--- src/rtl/regfile_port_arbiter_if.sv ---
// -----------------------------------------------------------------------------
// regfile_port_arbiter_if
//
// Purpose: bundles every signal between the register-file port arbiter, its
// two requesters (A and B) and the 8-entry register file it controls.
//
// Handshake: a request transfers on a rising clk edge where req_valid_x and
// req_ready_x are both high. A requester that is not granted must hold
// req_valid_x and its payload stable until it is granted, or may drop
// req_valid_x to withdraw the request. Ready never depends on anything but the
// arbiter state, its pointer and the two valids. Responses (rsp_valid_x) are a
// one-cycle strobe with no backpressure.
//
// Signal groups:
//   req_*_a / req_*_b : request valid/ready, we, raddr1, raddr2, waddr, wdata
//   rsp_*             : per-requester response strobe, shared read results
//   rf_*              : register file read/write port (read is combinational)
//
// Modports:
//   master : arbiter side
//   slave  : requesters + register file side
// -----------------------------------------------------------------------------
interface regfile_port_arbiter_if #(
   parameter int BITS_DATA = 32,
   parameter int BITS_ADDR = 3
);

   // requester A
   logic                 req_valid_a;
   logic                 req_ready_a;
   logic                 req_we_a;
   logic [BITS_ADDR-1:0] req_raddr1_a;
   logic [BITS_ADDR-1:0] req_raddr2_a;
   logic [BITS_ADDR-1:0] req_waddr_a;
   logic [BITS_DATA-1:0] req_wdata_a;

   // requester B
   logic                 req_valid_b;
   logic                 req_ready_b;
   logic                 req_we_b;
   logic [BITS_ADDR-1:0] req_raddr1_b;
   logic [BITS_ADDR-1:0] req_raddr2_b;
   logic [BITS_ADDR-1:0] req_waddr_b;
   logic [BITS_DATA-1:0] req_wdata_b;

   // responses
   logic                 rsp_valid_a;
   logic                 rsp_valid_b;
   logic [BITS_DATA-1:0] rsp_rdata1;
   logic [BITS_DATA-1:0] rsp_rdata2;

   // register file port
   logic [BITS_ADDR-1:0] rf_raddr1;
   logic [BITS_ADDR-1:0] rf_raddr2;
   logic [BITS_DATA-1:0] rf_rdata1;
   logic [BITS_DATA-1:0] rf_rdata2;
   logic                 rf_we;
   logic [BITS_ADDR-1:0] rf_waddr;
   logic [BITS_DATA-1:0] rf_wdata;

   modport master (
      input  req_valid_a, req_we_a, req_raddr1_a, req_raddr2_a, req_waddr_a, req_wdata_a,
      input  req_valid_b, req_we_b, req_raddr1_b, req_raddr2_b, req_waddr_b, req_wdata_b,
      output req_ready_a, req_ready_b,
      output rsp_valid_a, rsp_valid_b, rsp_rdata1, rsp_rdata2,
      output rf_raddr1, rf_raddr2, rf_we, rf_waddr, rf_wdata,
      input  rf_rdata1, rf_rdata2
   );

   modport slave (
      output req_valid_a, req_we_a, req_raddr1_a, req_raddr2_a, req_waddr_a, req_wdata_a,
      output req_valid_b, req_we_b, req_raddr1_b, req_raddr2_b, req_waddr_b, req_wdata_b,
      input  req_ready_a, req_ready_b,
      input  rsp_valid_a, rsp_valid_b, rsp_rdata1, rsp_rdata2,
      input  rf_raddr1, rf_raddr2, rf_we, rf_waddr, rf_wdata,
      output rf_rdata1, rf_rdata2
   );

endinterface

--- src/rtl/regfile_port_arbiter.sv ---
// -----------------------------------------------------------------------------
// regfile_port_arbiter
//
// Purpose: shares one register file between requesters A and B. Each request
// is a read-read-optional-write operation. The arbiter grants round-robin,
// latches the winning request and sequences the register file through
// READ -> WRITE -> RESP, one operation every four cycles.
//
// Ports:
//   clk          in   rising-edge clock
//   reset        in   asynchronous active-high reset
//   bus          if   regfile_port_arbiter_if.master (requests, responses,
//                     register file port)
//   dbg_state_o  out  current FSM state (0 IDLE, 1 READ, 2 WRITE, 3 RESP)
//   dbg_ptr_o    out  priority pointer (0 = A has priority, 1 = B)
// -----------------------------------------------------------------------------
module regfile_port_arbiter #(
   parameter int BITS_DATA = 32,
   parameter int BITS_ADDR = 3
) (
   input  logic                          clk,
   input  logic                          reset,
   regfile_port_arbiter_if.master        bus,
   output logic [1:0]                    dbg_state_o,
   output logic                          dbg_ptr_o
);

   typedef enum logic [1:0] {
      S_IDLE  = 2'd0,
      S_READ  = 2'd1,
      S_WRITE = 2'd2,
      S_RESP  = 2'd3
   } state_t;

   localparam logic SIDE_A = 1'b0;
   localparam logic SIDE_B = 1'b1;

   state_t               state_q,   state_d;
   logic                 ptr_q,     ptr_d;
   logic                 win_q,     win_d;
   logic                 we_q,      we_d;
   logic [BITS_ADDR-1:0] raddr1_q,  raddr1_d;
   logic [BITS_ADDR-1:0] raddr2_q,  raddr2_d;
   logic [BITS_ADDR-1:0] waddr_q,   waddr_d;
   logic [BITS_DATA-1:0] wdata_q,   wdata_d;
   logic [BITS_DATA-1:0] rdata1_q,  rdata1_d;
   logic [BITS_DATA-1:0] rdata2_q,  rdata2_d;

   logic ready_a;
   logic ready_b;
   logic rf_we;
   logic rsp_valid_a;
   logic rsp_valid_b;

   // ---------------------------------------------------------------------------
   // State register
   // ---------------------------------------------------------------------------
   always_ff @(posedge clk or posedge reset) begin
      if (reset) begin
         state_q  <= S_IDLE;
         ptr_q    <= SIDE_A;
         win_q    <= SIDE_A;
         we_q     <= 1'b0;
         raddr1_q <= '0;
         raddr2_q <= '0;
         waddr_q  <= '0;
         wdata_q  <= '0;
         rdata1_q <= '0;
         rdata2_q <= '0;
      end else begin
         state_q  <= state_d;
         ptr_q    <= ptr_d;
         win_q    <= win_d;
         we_q     <= we_d;
         raddr1_q <= raddr1_d;
         raddr2_q <= raddr2_d;
         waddr_q  <= waddr_d;
         wdata_q  <= wdata_d;
         rdata1_q <= rdata1_d;
         rdata2_q <= rdata2_d;
      end
   end

   // ---------------------------------------------------------------------------
   // Next-state and output logic
   // ---------------------------------------------------------------------------
   always_comb begin
      state_d     = state_q;
      ptr_d       = ptr_q;
      win_d       = win_q;
      we_d        = we_q;
      raddr1_d    = raddr1_q;
      raddr2_d    = raddr2_q;
      waddr_d     = waddr_q;
      wdata_d     = wdata_q;
      rdata1_d    = rdata1_q;
      rdata2_d    = rdata2_q;
      ready_a     = 1'b0;
      ready_b     = 1'b0;
      rf_we       = 1'b0;
      rsp_valid_a = 1'b0;
      rsp_valid_b = 1'b0;

      case (state_q)
         S_IDLE: begin
            // A requester wins if it holds priority or the other side is idle;
            // the two terms are mutually exclusive so at most one ready rises.
            ready_a = bus.req_valid_a & ((ptr_q == SIDE_A) | ~bus.req_valid_b);
            ready_b = bus.req_valid_b & ((ptr_q == SIDE_B) | ~bus.req_valid_a);
            if (ready_a) begin
               win_d    = SIDE_A;
               ptr_d    = SIDE_B;
               we_d     = bus.req_we_a;
               raddr1_d = bus.req_raddr1_a;
               raddr2_d = bus.req_raddr2_a;
               waddr_d  = bus.req_waddr_a;
               wdata_d  = bus.req_wdata_a;
               state_d  = S_READ;
            end else if (ready_b) begin
               win_d    = SIDE_B;
               ptr_d    = SIDE_A;
               we_d     = bus.req_we_b;
               raddr1_d = bus.req_raddr1_b;
               raddr2_d = bus.req_raddr2_b;
               waddr_d  = bus.req_waddr_b;
               wdata_d  = bus.req_wdata_b;
               state_d  = S_READ;
            end
         end
         S_READ: begin
            // Reads are captured before the WRITE phase, so a request that
            // reads its own destination sees the old value.
            rdata1_d = bus.rf_rdata1;
            rdata2_d = bus.rf_rdata2;
            state_d  = S_WRITE;
         end
         S_WRITE: begin
            rf_we   = we_q;
            state_d = S_RESP;
         end
         S_RESP: begin
            rsp_valid_a = (win_q == SIDE_A);
            rsp_valid_b = (win_q == SIDE_B);
            state_d     = S_IDLE;
         end
         default: begin
            state_d = S_IDLE;
         end
      endcase
   end

   // ---------------------------------------------------------------------------
   // Outputs. Register file address/data come straight from the request
   // latches, so they hold their last values between operations.
   // ---------------------------------------------------------------------------
   assign bus.req_ready_a = ready_a;
   assign bus.req_ready_b = ready_b;
   assign bus.rsp_valid_a = rsp_valid_a;
   assign bus.rsp_valid_b = rsp_valid_b;
   assign bus.rsp_rdata1  = rdata1_q;
   assign bus.rsp_rdata2  = rdata2_q;
   assign bus.rf_raddr1   = raddr1_q;
   assign bus.rf_raddr2   = raddr2_q;
   assign bus.rf_we       = rf_we;
   assign bus.rf_waddr    = waddr_q;
   assign bus.rf_wdata    = wdata_q;

   assign dbg_state_o = state_q;
   assign dbg_ptr_o   = ptr_q;

endmodule

--- src/flat_wrapper.sv ---
// flat-port wrapper written by rule: the top's interface ports become plain ports
module regfile_port_arbiter_flat 
#(
   parameter int BITS_DATA = 32,
   parameter int BITS_ADDR = 3
)
  (clk, reset, dbg_state_o, dbg_ptr_o, bus_req_valid_a, bus_req_we_a, bus_req_raddr1_a, bus_req_raddr2_a, bus_req_waddr_a, bus_req_wdata_a, bus_req_valid_b, bus_req_we_b, bus_req_raddr1_b, bus_req_raddr2_b, bus_req_waddr_b, bus_req_wdata_b, bus_req_ready_a, bus_req_ready_b, bus_rsp_valid_a, bus_rsp_valid_b, bus_rsp_rdata1, bus_rsp_rdata2, bus_rf_raddr1, bus_rf_raddr2, bus_rf_we, bus_rf_waddr, bus_rf_wdata, bus_rf_rdata1, bus_rf_rdata2);
  regfile_port_arbiter_if #(.BITS_DATA(BITS_DATA), .BITS_ADDR(BITS_ADDR)) bus_i ();
  input  logic clk;
  input  logic reset;
  output logic [1:0] dbg_state_o;
  output logic dbg_ptr_o;
  input wire logic [$bits(bus_i.req_valid_a)-1:0] bus_req_valid_a;
  input wire logic [$bits(bus_i.req_we_a)-1:0] bus_req_we_a;
  input wire logic [$bits(bus_i.req_raddr1_a)-1:0] bus_req_raddr1_a;
  input wire logic [$bits(bus_i.req_raddr2_a)-1:0] bus_req_raddr2_a;
  input wire logic [$bits(bus_i.req_waddr_a)-1:0] bus_req_waddr_a;
  input wire logic [$bits(bus_i.req_wdata_a)-1:0] bus_req_wdata_a;
  input wire logic [$bits(bus_i.req_valid_b)-1:0] bus_req_valid_b;
  input wire logic [$bits(bus_i.req_we_b)-1:0] bus_req_we_b;
  input wire logic [$bits(bus_i.req_raddr1_b)-1:0] bus_req_raddr1_b;
  input wire logic [$bits(bus_i.req_raddr2_b)-1:0] bus_req_raddr2_b;
  input wire logic [$bits(bus_i.req_waddr_b)-1:0] bus_req_waddr_b;
  input wire logic [$bits(bus_i.req_wdata_b)-1:0] bus_req_wdata_b;
  output wire logic [$bits(bus_i.req_ready_a)-1:0] bus_req_ready_a;
  output wire logic [$bits(bus_i.req_ready_b)-1:0] bus_req_ready_b;
  output wire logic [$bits(bus_i.rsp_valid_a)-1:0] bus_rsp_valid_a;
  output wire logic [$bits(bus_i.rsp_valid_b)-1:0] bus_rsp_valid_b;
  output wire logic [$bits(bus_i.rsp_rdata1)-1:0] bus_rsp_rdata1;
  output wire logic [$bits(bus_i.rsp_rdata2)-1:0] bus_rsp_rdata2;
  output wire logic [$bits(bus_i.rf_raddr1)-1:0] bus_rf_raddr1;
  output wire logic [$bits(bus_i.rf_raddr2)-1:0] bus_rf_raddr2;
  output wire logic [$bits(bus_i.rf_we)-1:0] bus_rf_we;
  output wire logic [$bits(bus_i.rf_waddr)-1:0] bus_rf_waddr;
  output wire logic [$bits(bus_i.rf_wdata)-1:0] bus_rf_wdata;
  input wire logic [$bits(bus_i.rf_rdata1)-1:0] bus_rf_rdata1;
  input wire logic [$bits(bus_i.rf_rdata2)-1:0] bus_rf_rdata2;
  assign bus_i.req_valid_a = bus_req_valid_a;
  assign bus_i.req_we_a = bus_req_we_a;
  assign bus_i.req_raddr1_a = bus_req_raddr1_a;
  assign bus_i.req_raddr2_a = bus_req_raddr2_a;
  assign bus_i.req_waddr_a = bus_req_waddr_a;
  assign bus_i.req_wdata_a = bus_req_wdata_a;
  assign bus_i.req_valid_b = bus_req_valid_b;
  assign bus_i.req_we_b = bus_req_we_b;
  assign bus_i.req_raddr1_b = bus_req_raddr1_b;
  assign bus_i.req_raddr2_b = bus_req_raddr2_b;
  assign bus_i.req_waddr_b = bus_req_waddr_b;
  assign bus_i.req_wdata_b = bus_req_wdata_b;
  assign bus_req_ready_a = bus_i.req_ready_a;
  assign bus_req_ready_b = bus_i.req_ready_b;
  assign bus_rsp_valid_a = bus_i.rsp_valid_a;
  assign bus_rsp_valid_b = bus_i.rsp_valid_b;
  assign bus_rsp_rdata1 = bus_i.rsp_rdata1;
  assign bus_rsp_rdata2 = bus_i.rsp_rdata2;
  assign bus_rf_raddr1 = bus_i.rf_raddr1;
  assign bus_rf_raddr2 = bus_i.rf_raddr2;
  assign bus_rf_we = bus_i.rf_we;
  assign bus_rf_waddr = bus_i.rf_waddr;
  assign bus_rf_wdata = bus_i.rf_wdata;
  assign bus_i.rf_rdata1 = bus_rf_rdata1;
  assign bus_i.rf_rdata2 = bus_rf_rdata2;
  regfile_port_arbiter #(.BITS_DATA(BITS_DATA), .BITS_ADDR(BITS_ADDR)) u_core (.clk(clk), .reset(reset), .bus(bus_i), .dbg_state_o(dbg_state_o), .dbg_ptr_o(dbg_ptr_o));
endmodule
--- config.mk ---
export PLATFORM = sky130hd
export DESIGN_NAME = regfile_port_arbiter_flat
export DESIGN_NICKNAME = d
export VERILOG_FILES = /design/src/rtl/regfile_port_arbiter_if.sv /design/src/rtl/regfile_port_arbiter.sv /design/src/flat_wrapper.sv
export SDC_FILE = /design/constraint.sdc
export NUM_CORES = 1
export LEC_CHECK = 0
export CORE_AREA = 4 4 168 121
export CTS_CLUSTER_DIAMETER = 200
export DETAILED_ROUTE_END_ITERATION = 16
export DIE_AREA = 0 0 172 125
export SLEW_MARGIN = 20
export SYNTH_ARGS = -nofsm -noshare
export SYNTH_HDL_FRONTEND = slang
export SYNTH_SLANG_ARGS = --single-unit
--- constraint.sdc ---
create_clock -name clk -period 3.3 [get_ports clk]
set_input_delay 0.66 -clock clk [delete_from_list [all_inputs] [get_ports clk]]
set_output_delay 0.66 -clock clk [all_outputs]
set_load 0.01 [all_outputs]
==> results.cfg <==
[die]
ios = 265
rows = 42
core_area_mm2 = 0.0187
dieArea_mm2 = 0.0215
die_w_um = 172
dieHeight_um = 125
initial_core_util_pct = 24.6

[logic_synthesis]
synth_xor_area_share_pct = 0
synthMuxAreaShare_pct = 15.9
synth_cell_types = 17
yosys.area_share.adder_pct = 1.09
synth-compound-area-share_pct = 7.19
synth_area_mm2 = 0.00460
ys.warnings.count = 0
ys_ff_latch = 110
synthCells = 394
synth-simple-area-share_pct = 11.1
syn_nets = 550
synth_top_family_by_area = multiplexers
ys_seq_area_share_pct = 59.9
synth.avg_cell_area_um2 = 11.7

[cts]
clk_latency_ns = 0.35
hold_buffers = 0
ctsRootBufferMaster = clkbuf_16
cts_tree = done
htreeDepth = 3
cts_made_buffers = 9
cts_resized = 0
cts_sinks = 110
post_cts.repair.setup_buffers = 0
clk_pin_slew_ns = 0.08
clockBufferDepth = 2

[worst_setup_path]
crit_chain = clkdlybuf4s50_1 > nand2_1 > a21oi_1 > clkdlybuf4s50_1
worst-endpoint-required_ns = 2.64
cp_common_cell = clkdlybuf4s50_1
cp_slowest_stage_delay_ns = 0.63
cp_slowest_cell = clkdlybuf4s50_1
crit_path_end_kind = output pin
arrival_ns = 2.18
setup.worst_path.start_class = input pin
crit_path_max_fanout = 6
crit_type = input pin to output pin

[routing]
avgViaCountPerCell = 4.24
first_iter_violations = 132
ant_nets = 0
wl_per_cell_um = 15.4
vias = 3799
wl_mm = 13.8
drc = 0
drtPass1Iterations = 4

[pwr]
p_per_area_mw_per_mm2 = 910
ir_drop_mv = 0.361
fin_total_pwr_mw = 7.03
leakage_nw = 3.14

[sta]
clock.fmax_ghz = 0.352
period_minus_slack_ns = 2.84
tightest_slew_ns = 0.712
worst_clock_skew_ns = 0.0145
rsz0062_at_grt = false
setup_viol = 0
fin_crit_sh_pct = 86.1
slew_violations = 0
setup_tns_ns = 0
timing.final.ws_setup_ns = 0.458
hold_violations = 0
max_slew_margin_pct = 52.5

[placed_design]
place_congestion = 0.771
placedCellCount = 880
post-place-ws_ns = 0.467
io_buffers = 264
hpwl_mm = 10.5

[global_routing]
antenna_found_initial = 0
grt_pass1_wl_mm = 20.9
grt_max_degree = 111
grt_usage_pct = 12.2
overflow = 0
grt_pass1_vias = 3868

[cells_and_area]
final_cells = 896
final_cell_mix = clkdlybuf4s50_1, dfrtp_1, nand2_1
synthToLayoutAreaGrowth_pct = 68.1
fill_cells = 1778
final_nets = 805
drive_gt1_share_pct = 13.9
fin_util_pct = 41.3
num_antenna_cells = 0
layout_commonest_cell = clkdlybuf4s50_1

[hold_path]
min_path_type = register to register

[status]
status = finished clean

[flow_run]
cap_violations = 0
## power breakdown
| group | internal (mW) | total (mW) | switching (mW) |
|---|---|---|---|
| Sequential | 2.05 | 2.43 | 0.382 |
| Combinational | 2.07 | 3.51 | 1.43 |
| Clock | 0.542 | 1.09 | 0.549 |
## critical path, delay by kind of cell
family                 cells  cell delay (ns)
and+or+nand+nor            1             0.09
AOI/OAI and AO/OA          1             0.21
buffers and inverters      2             1.22
## cells in the mapped netlist, drive strengths merged
| cell | n | area share [%] |
|---|---|---|
| and2 | 2 | 0.27 |
| dfrtp | 110 | 60 |
| nor2 | 44 | 3.6 |
| a31oi | 44 | 6.0 |
| o21a | 1 | 0.19 |
| mux2 | 65 | 16 |
| nand2 | 87 | 7.1 |
| a21bo | 1 | 0.22 |
| nor2b | 1 | 0.14 |
| buf | 26 | 4.4 |
| ha | 4 | 1.1 |
| a21oi | 2 | 0.22 |
| inv | 5 | 0.41 |
| a21boi | 1 | 0.41 |
| a21o | 1 | 0.16 |
## cell type report
type / instances / area (um2) / share of cell area (%)
Tap cell: 242 / 303 / 3.92
Multi-Input combinational cell: 253 / 1630 / 21.0
Timing Repair Buffer: 270 / 2710 / 35.1
Clock buffer: 9 / 225 / 2.92
Clock inverter: 7 / 83.8 / 1.09
Sequential cell: 110 / 2750 / 35.6
Inverter: 5 / 22.5 / 0.292
## worst paths after layout
path                                             end  slack [ns]  cells past startpoint                      start
max                                  bus_req_ready_b        0.46                      4            bus_req_valid_b
min                        u_core.bus.rsp_rdata2[13]        0.51                      1  u_core.bus.rsp_rdata2[13]
max reg2reg                u_core.bus.rsp_rdata2[19]        1.17                      4      u_core.dbg_state_o[1]
min reg2reg                u_core.bus.rsp_rdata2[13]        0.51                      1  u_core.bus.rsp_rdata2[13]
max in group asynchronous     u_core.bus.rf_wdata[4]        2.03                      3                      reset
min in group asynchronous   u_core.bus.rsp_rdata1[1]        0.82                      3                      reset
## through the flow
step	instance area (um2)	hold slack [ns]
3_3_place_gp	7420	0.488
5_1_grt	7720	0.527
3_5_place_dp	7420	0.494
2_1_floorplan	4600	0.465
6_report	7720	0.509
4_1_cts	7720	0.510
## flip-flops by register name, indices dropped and copies added (netlist names)
| register | cells |
|---|---|
| u_core.bus.rf_raddr1 | 3 |
| u_core.bus.rf_raddr2 | 3 |
| u_core.bus.rf_waddr | 3 |
| u_core.bus.rf_wdata | 32 |
| u_core.bus.rsp_rdata1 | 32 |
| u_core.bus.rsp_rdata2 | 32 |
| u_core.dbg_ptr_o | 1 |
| u_core.dbg_state_o | 2 |
| u_core.we_q | 1 |
| u_core.win_q | 1 |
## metal layers
metal	share of wire (%)	vias up	wire [um]	GRT usage, %
li1	-	1845	-	-
met5	0	-	0	0
met1	42	1784	5770	14.7
met2	46	161	6400	20.1
met4	0.84	0	116	2.50
met3	11	9	1490	5.52
## cells by family (layout without fill, tap and decap cells)
| family | count (synthesis) | after routing |
|---|---|---|
| AND/OR/NAND/NOR | 134 | 134 |
| flip-flops | 110 | 110 |
| multiplexers | 65 | 65 |
| AO/OA/AOI/OAI | 50 | 50 |
| buffers and inverters | 31 | 291 |
| adder cells (fa/ha/maj) | 4 | 4 |
No activity file was read; power rests on OpenSTA's default activity.
